File: src/rtl/prep_scheduler.sv
// Sequences dirty shapes through the shared trig/rotate unit once per vblank.
// One pass issues load, waits LAT cycles, then commits, per pending shape.
module prep_scheduler #(
    parameter int MAXSHP = 16,
    parameter int IDW    = 4,
    parameter int LAT    = 4
) (
    input  logic              clk,
    input  logic              rst,
    input  logic              endframe,
    input  logic [MAXSHP-1:0] dirty_set,
    input  logic              force_all,
    input  logic              hold,
    output logic              ld_en,
    output logic [IDW-1:0]    ld_id,
    output logic              wr_en,
    output logic [IDW-1:0]    wr_id,
    output logic              busy,
    output logic              done,
    output logic              overrun
);

    typedef enum logic [2:0] {
        S_IDLE,
        S_LOAD,
        S_WAIT,
        S_COMMIT,
        S_FINISH
    } state_t;

    localparam logic [3:0]        LAST_WAIT = 4'(LAT - 1);
    localparam logic [MAXSHP-1:0] ONE       = {{(MAXSHP-1){1'b0}}, 1'b1};

    state_t            r_state;
    logic [MAXSHP-1:0] r_pending;
    logic [MAXSHP-1:0] r_active;
    logic [3:0]        r_cnt;

    logic [MAXSHP-1:0] w_fresh;
    logic [MAXSHP-1:0] w_snap;
    logic              w_start;

    function automatic logic [IDW-1:0] f_lowest(input logic [MAXSHP-1:0] m);
        f_lowest = '0;
        for (int i = MAXSHP - 1; i >= 0; i--) begin
            if (m[i]) f_lowest = IDW'(i);
        end
    endfunction

    // Clears the lowest set bit, i.e. the shape just handed to the unit.
    function automatic logic [MAXSHP-1:0] f_drop(input logic [MAXSHP-1:0] m);
        f_drop = m & (m - ONE);
    endfunction

    assign w_fresh = dirty_set | (force_all ? {MAXSHP{1'b1}} : {MAXSHP{1'b0}});
    assign w_snap  = r_pending | dirty_set;
    assign w_start = endframe & ~hold & (|w_snap);
    assign busy    = (r_state != S_IDLE);

    always_ff @(posedge clk) begin
        if (rst) begin
            r_state   <= S_IDLE;
            r_pending <= '1;
            r_active  <= '0;
            r_cnt     <= '0;
            ld_en     <= 1'b0;
            ld_id     <= '0;
            wr_en     <= 1'b0;
            wr_id     <= '0;
            done      <= 1'b0;
            overrun   <= 1'b0;
        end else begin
            ld_en     <= 1'b0;
            wr_en     <= 1'b0;
            done      <= 1'b0;
            r_pending <= r_pending | w_fresh;
            if (endframe && r_state != S_IDLE) overrun <= 1'b1;
            unique case (r_state)
                S_IDLE: begin
                    if (w_start) begin
                        r_state   <= S_LOAD;
                        ld_en     <= 1'b1;
                        ld_id     <= f_lowest(w_snap);
                        r_active  <= f_drop(w_snap);
                        r_pending <= w_fresh;
                    end
                end
                S_LOAD: begin
                    r_state <= S_WAIT;
                    r_cnt   <= '0;
                end
                S_WAIT: begin
                    if (r_cnt == LAST_WAIT) begin
                        r_state <= S_COMMIT;
                        r_cnt   <= '0;
                        wr_en   <= 1'b1;
                        wr_id   <= ld_id;
                    end else begin
                        r_cnt <= r_cnt + 4'd1;
                    end
                end
                S_COMMIT: begin
                    if (|r_active) begin
                        r_state  <= S_LOAD;
                        ld_en    <= 1'b1;
                        ld_id    <= f_lowest(r_active);
                        r_active <= f_drop(r_active);
                    end else begin
                        r_state <= S_FINISH;
                        done    <= 1'b1;
                    end
                end
                S_FINISH: begin
                    r_state <= S_IDLE;
                end
                default: begin
                    r_state <= S_IDLE;
                end
            endcase
        end
    end

endmodule

File: config.mk
export PLATFORM = sky130hd
export DESIGN_NAME = prep_scheduler
export DESIGN_NICKNAME = d
export VERILOG_FILES = /design/src/rtl/prep_scheduler.sv
export SDC_FILE = /design/constraint.sdc
export NUM_CORES = 1
export LEC_CHECK = 0
export BUFFER_PORTS_ARGS = -buffer_cell sky130_fd_sc_hd__buf_2
export CORE_UTILIZATION = 35
export CTS_CLUSTER_DIAMETER = 200
export DETAILED_ROUTE_END_ITERATION = 7
export GPL_TIMING_DRIVEN = 1
export PLACE_DENSITY_LB_ADDON = 0.25
export RECOVER_POWER = 50
export REMOVE_ABC_BUFFERS = 1
export SYNTH_ARGS = -nofsm -noshare
export SYNTH_HDL_FRONTEND = slang
export SYNTH_SLANG_ARGS = --single-unit
File: constraint.sdc
create_clock -name clk -period 2 [get_ports clk]
set_input_delay 0.2 -clock clk [delete_from_list [all_inputs] [get_ports clk]]
set_output_delay 0.2 -clock clk [all_outputs]
set_load 0.03 [all_outputs]
; ---- After elaboration in Yosys (flattened, before gate mapping)
; Cells that the tools add are included.
[classes]
add_sub_neg = 3
muxes = 52
n_reduce_logical = 12
n_lt_le_gt_ge = 0
eq_ne = 7
div = 0
n_mul = 0
shift = 0
n_bitwise = 10
[ops]
columns = cell, n
row1 = 4-bit two-way mux, 35
row2 = 16-bit two-way mux, 5
row3 = 16-bit bitwise OR, 3
row4 = 16-bit bitwise AND, 2
row5 = 16-bit case mux with 2 select lines, 1
row6 = 16-bit OR reduction, 2
row7 = 16-bit by 1-bit subtractor with 16-bit output (second input constant), 2
row8 = 4-bit case mux with 2 select lines, 2
row9 = 3-bit case mux with 4 select lines, 1
row10 = 3-bit two-way mux, 3
row11 = 3-bit by 2-bit == test with 1-bit output (second input constant), 2
row12 = 2-bit != test (second input constant), 3
row13 = 4-bit by 1-bit adder with 4-bit output (second input constant), 1
row14 = 4-bit by 2-bit == test with 1-bit output (second input constant), 1
row15 = 1-bit two-way mux, 4
row16 = 2-bit AND reduction, 2
row17 = 2-bit nonzero test, 2
row18 = 2-bit OR reduction, 2
row19 = 3-bit by 1-bit == test with 1-bit output (second input constant), 1
row20 = 3-bit zero test, 1
row21 = 1-bit NOT, 3
row22 = 3-bit AND reduction, 1
row23 = 3-bit nonzero test, 1
row24 = 1-bit bitwise AND, 2
row25 = 2 further kinds, 2
[word_totals]
in_bits = 21
latchBits = 0
memories = 0
word_cells = 94
ram_bits = 0
out_inout_bits = 13
romBits = 0
regBits = 51

; ---- Logic depth before layout (Yosys ltp)
[logic_depth]
depth_word = 19
mapped_depth = 9
mapped_depth_nobuf = 6

; ---- Worst setup path after synthesis
; OpenSTA, ideal clock, no wires.
[synth_path]
path_type = reg2reg
start = reg r_state[0]
end = reg r_active[11]
setup_time_ps = 79
path_buffers = 3
required_ps = 1921
path_stages_with_launch = 9
synth_period_minus_slack_ps = 2171
arrival_ps = 2092
setup_slack_ps = -171
cell_sequence = dfxtp_1 clkbuf_1 or3_1 clkbuf_1 nand2b_1 a21o_4 buf_8 a311o_1 o211ai_1
[synth_via]
elab_chain_len = 3
elab_cells_between_ends = 7
[synth_rtl]
columns = item, line_no
row1 = start: declaration, 34  ; state_t r_state;
row2 = start signal: assignment, 62  ; r_state <= S_IDLE;
row3 = start signal: assignment, 81  ; r_state <= S_LOAD;
row4 = start signal: assignment, 89  ; r_state <= S_WAIT;
row5 = 3-bit by 2-bit == test with 1-bit output / 3-bit zero test (equally long branches), 78  ; unique case (r_state)
row6 = 2-bit != test (no line) / 2-bit nonzero test (equally long branches), n/a
row7 = 3-bit AND reduction (no line), n/a
row8 = end signal: assignment, 84  ; r_active <= f_drop(w_snap);
row9 = end signal: assignment, 107  ; r_active <= f_drop(r_active);
row10 = end: declaration, 36  ; logic [MAXSHP-1:0] r_active;
; Parallel ways exist; a longest one is shown, timed or not.
; A chain may end at the register's enable or synchronous reset.

; ---- Worst setup path in the final report
[layout_path]
start = reg r_pending[14]
end = reg r_active[11]
[layout_via]
elab_chain_len = 5
[layout_rtl]
columns = item, line_no
row1 = start: declaration, 35  ; logic [MAXSHP-1:0] r_pending;
row2 = start signal: assignment, 76  ; r_pending <= r_pending | w_fresh;
row3 = start signal: assignment, 85  ; r_pending <= w_fresh;
row4 = 16-bit bitwise OR, 56  ; assign w_snap = r_pending | dirty_set;
row5 = 16-bit OR reduction, 57  ; assign w_start = endframe & ~hold & (|w_snap);
row6 = 1-bit bitwise AND, 57
row7 = 2-bit != test (no line), n/a
row8 = 3-bit AND reduction (no line), n/a
; Every way passes these cells.

==> flow_summary_export.csv <==
group,metric,value,unit
global_routing,grt_pass1_vias,2425,
detailed_routing,via_per_inst,5.36,
sta,fmax,0.503,GHz
yosys,synth.most_common_cell,"nor2_1",
cells_and_area,final-instance-count-excl-fill,487,
hold_path,hold_class,"input pin to flop",
yosys,syn_area_per_cell,8.46,sq um
sta,period_minus_slack,1990,ps
die,start_util,36.2,%
cells_and_area,final_util,47.1,%
pwr,ir_drop,0.454,mV
yosys,synth_commonest_cells,"56 x nor2_1, 50 x dfxtp_1, 24 x a21oi_1, 16 x a211o_1, 13 x clkbuf_1",
place,io_buffer_count,33,
sta,tns,0,ps
yosys,synth_warnings,0,
place,gp_congestion,0.849,
sta,rsz0062_at_grt,"yes",
global_routing,grt_pass1_wl,11400,microns
cells_and_area,layout-drive-gt1-share,28.1,%
clock_tree,cts_tree,"built",
sta,finalSetupViolations,0,
die,die_width,88.6,microns
detailed_routing,ant_nets,0,
setup_path,worstSetupPathType,"flop to flop",
die,core_area,7250,sq um
cells_and_area,area_delta_synth_final,30.3,%
yosys,synthArstFlopShare,0,%
sta,fin_skew,12.1,ps
yosys,synth_top_cell_by_area,"dfxtp_1",
sta,fin_hold_ws,103,ps
yosys,synthTopCellsByArea,"dfxtp_1 38%, nor2_1 8.0%, a211o_1 5.3%, a21oi_1 4.6%, a211oi_1 3.4%",
yosys,ys_seq_area_share,38.1,%
setup_path,cp.arrival,2160,ps
sta,slew_headroom,68.1,%
detailed_routing,drt_iter0_markers,214,
sta,period_share,99.4,%
detailed_routing,drt_pass1_iterations,4,
detailed_routing,vias,2609,
detailed_routing,wl_per_cell,14.5,microns
sta,finalMaxSlewViolations,0,
place,hpwlAfterDp,5160,microns
clock_tree,cts_max_level,2,
global_routing,gr-total-overflow,0,
clock_tree,clk_latency,300,ps
cells_and_area,n_fill_cell,745,
clock_tree,clock-root-buffer,"clkbuf_8",
detailed_routing,drc_errors,0,
yosys,yosys.area.top_type_share,38.1,%
sta,hold_viol_final,0,
setup_path,cp_max_fo,9,
cells_and_area,finalNetCount,409,
cells_and_area,n_antenna_cell,0,
die,rows,31,
run_status,status,"finished clean",
yosys,synthFlopType,"dfxtp_1",
clock_tree,cts_buffers,5,
pwr,power.density,901,nW/um^2
place,dp_cells,475,
die,ios,34,
global_routing,groute.usage.overall,18.6,%
sta,worst_pin_slew,478,ps
setup_path,critPathCaptureType,"flop",
clock_tree,cts_sinks,50,
setup_path,crit_required,2180,ps
yosys,synthCells,310,
global_routing,antenna_found_initial,0,
clock_tree,clk_pin_slew_worst_paths,90,ps
clock_tree,clock_path_buffers,2,
pwr,p_leak,1.32,nW
yosys,ys_seq_elements,50,
yosys,synth_edf_count,0,
die,dieArea,7850,sq um
detailed_routing,drt-total-wl,7050,microns
die,die-height,88.6,microns
flow_run,cap_viol_max_count,0,
pwr,p_total,3.08,mW
global_routing,grt_max_degree,25,
yosys,synth.distinct_cells,56,
yosys,syn_area,2620,sq um
setup_path,cp-start-kind,"flop",
-- critical path, cell delays in order, from the launching register on --
cell and delay, ps:
dfxtp_2 330, or4_4 530, nor4_4 320, buf_4 170
a21o_4 190, buf_12 140, a311o_1 110, o211ai_1 70
-- report_power, final --
group	internal [mW]	switching (mW)	leakage [nW]
logic	0.517	0.695	0.866
clock network	0.279	0.349	0.0472
registers	1.12	0.123	0.407
total	1.91	1.17	1.32
-- placed cells by master, fill, tap and decap left out, types with 8 or more instances in the layout --
cell	Yosys	layout
nor2_1	56	56
buf_4	1	51
dfxtp_1	50	49
a21oi_1	24	24
buf_2	0	20
a211o_1	16	16
clkbuf_1	13	15
nor3_1	11	11
a211oi_1	12	11
nand3_1	10	10
nand2_1	8	8
-- metrics by stage --
stage,instance area [sq um],worst slack [ps]
floorplan,2500,-241
global placement,3190,-199
detailed placement,3190,-196
CTS,3340,-7.56
global route,3420,-31.1
finish,3420,12.1
-- layer usage --
| metal | share of wire [%] | track usage (%) |
|---|---|---|
| met1 | 49 | 25.3 |
| met3 | 4.7 | 3.17 |
| met5 | 0 | 0 |
| met2 | 45 | 31.0 |
| met4 | 1.1 | 3.96 |
-- path summary, 6_finish.rpt --
check                           slack [ps]           from  depth (start not counted)      endpoint
worst max-delay path                    10  r_pending[14]                          7  r_active[11]
worst min-delay path                   100   dirty_set[5]                          2  r_pending[5]
worst max register to register          10  r_pending[14]                          7  r_active[11]
worst min register to register         480        overrun                          2       overrun
-- cell type report --
class,count,area (sq um),share of cell area (%)
Multi-Input combinational cell,237,1580,46.2
Sequential cell,50,1000,29.3
Timing Repair Buffer,90,607,17.7
Tap cell,99,124,3.62
Clock buffer,6,82.6,2.41
Clock inverter,2,12.5,0.366
Inverter,3,11.3,0.329
-- registers in the layout, summed over array words and instances (netlist names) --
| name | cells |
|---|---|
| wr_en | 1 |
| r_pending | 16 |
| ld_en | 1 |
| wr_id | 4 |
| overrun | 1 |
| ld_id | 4 |
| done | 1 |
| r_active | 15 |
| r_state | 3 |
| r_cnt | 4 |
-- cell families after synthesis --
| kind of cell | Yosys count | share of synthesized area (%) |
|---|---|---|
| AND/OR/NAND/NOR | 132 | 26.2 |
| adder cells (fa/ha/maj) | 1 | 0.477 |
| AO/OA/AOI/OAI | 99 | 28.2 |
| multiplexers | 4 | 1.53 |
| flip-flops | 50 | 38.1 |
| XOR/XNOR | 1 | 0.334 |
| buffers and inverters | 23 | 5.10 |
-- timing repair --
action / in CTS / in global routing
setup endpoints to repair: 22 / 19
cloned: 0 / 1
pin swaps: 1 / 3
resized for setup: 8 / 14
hold buffers: 0 / 0
buffers inserted: 2 / 1
Note: power is estimated with default switching activity, not from simulation.
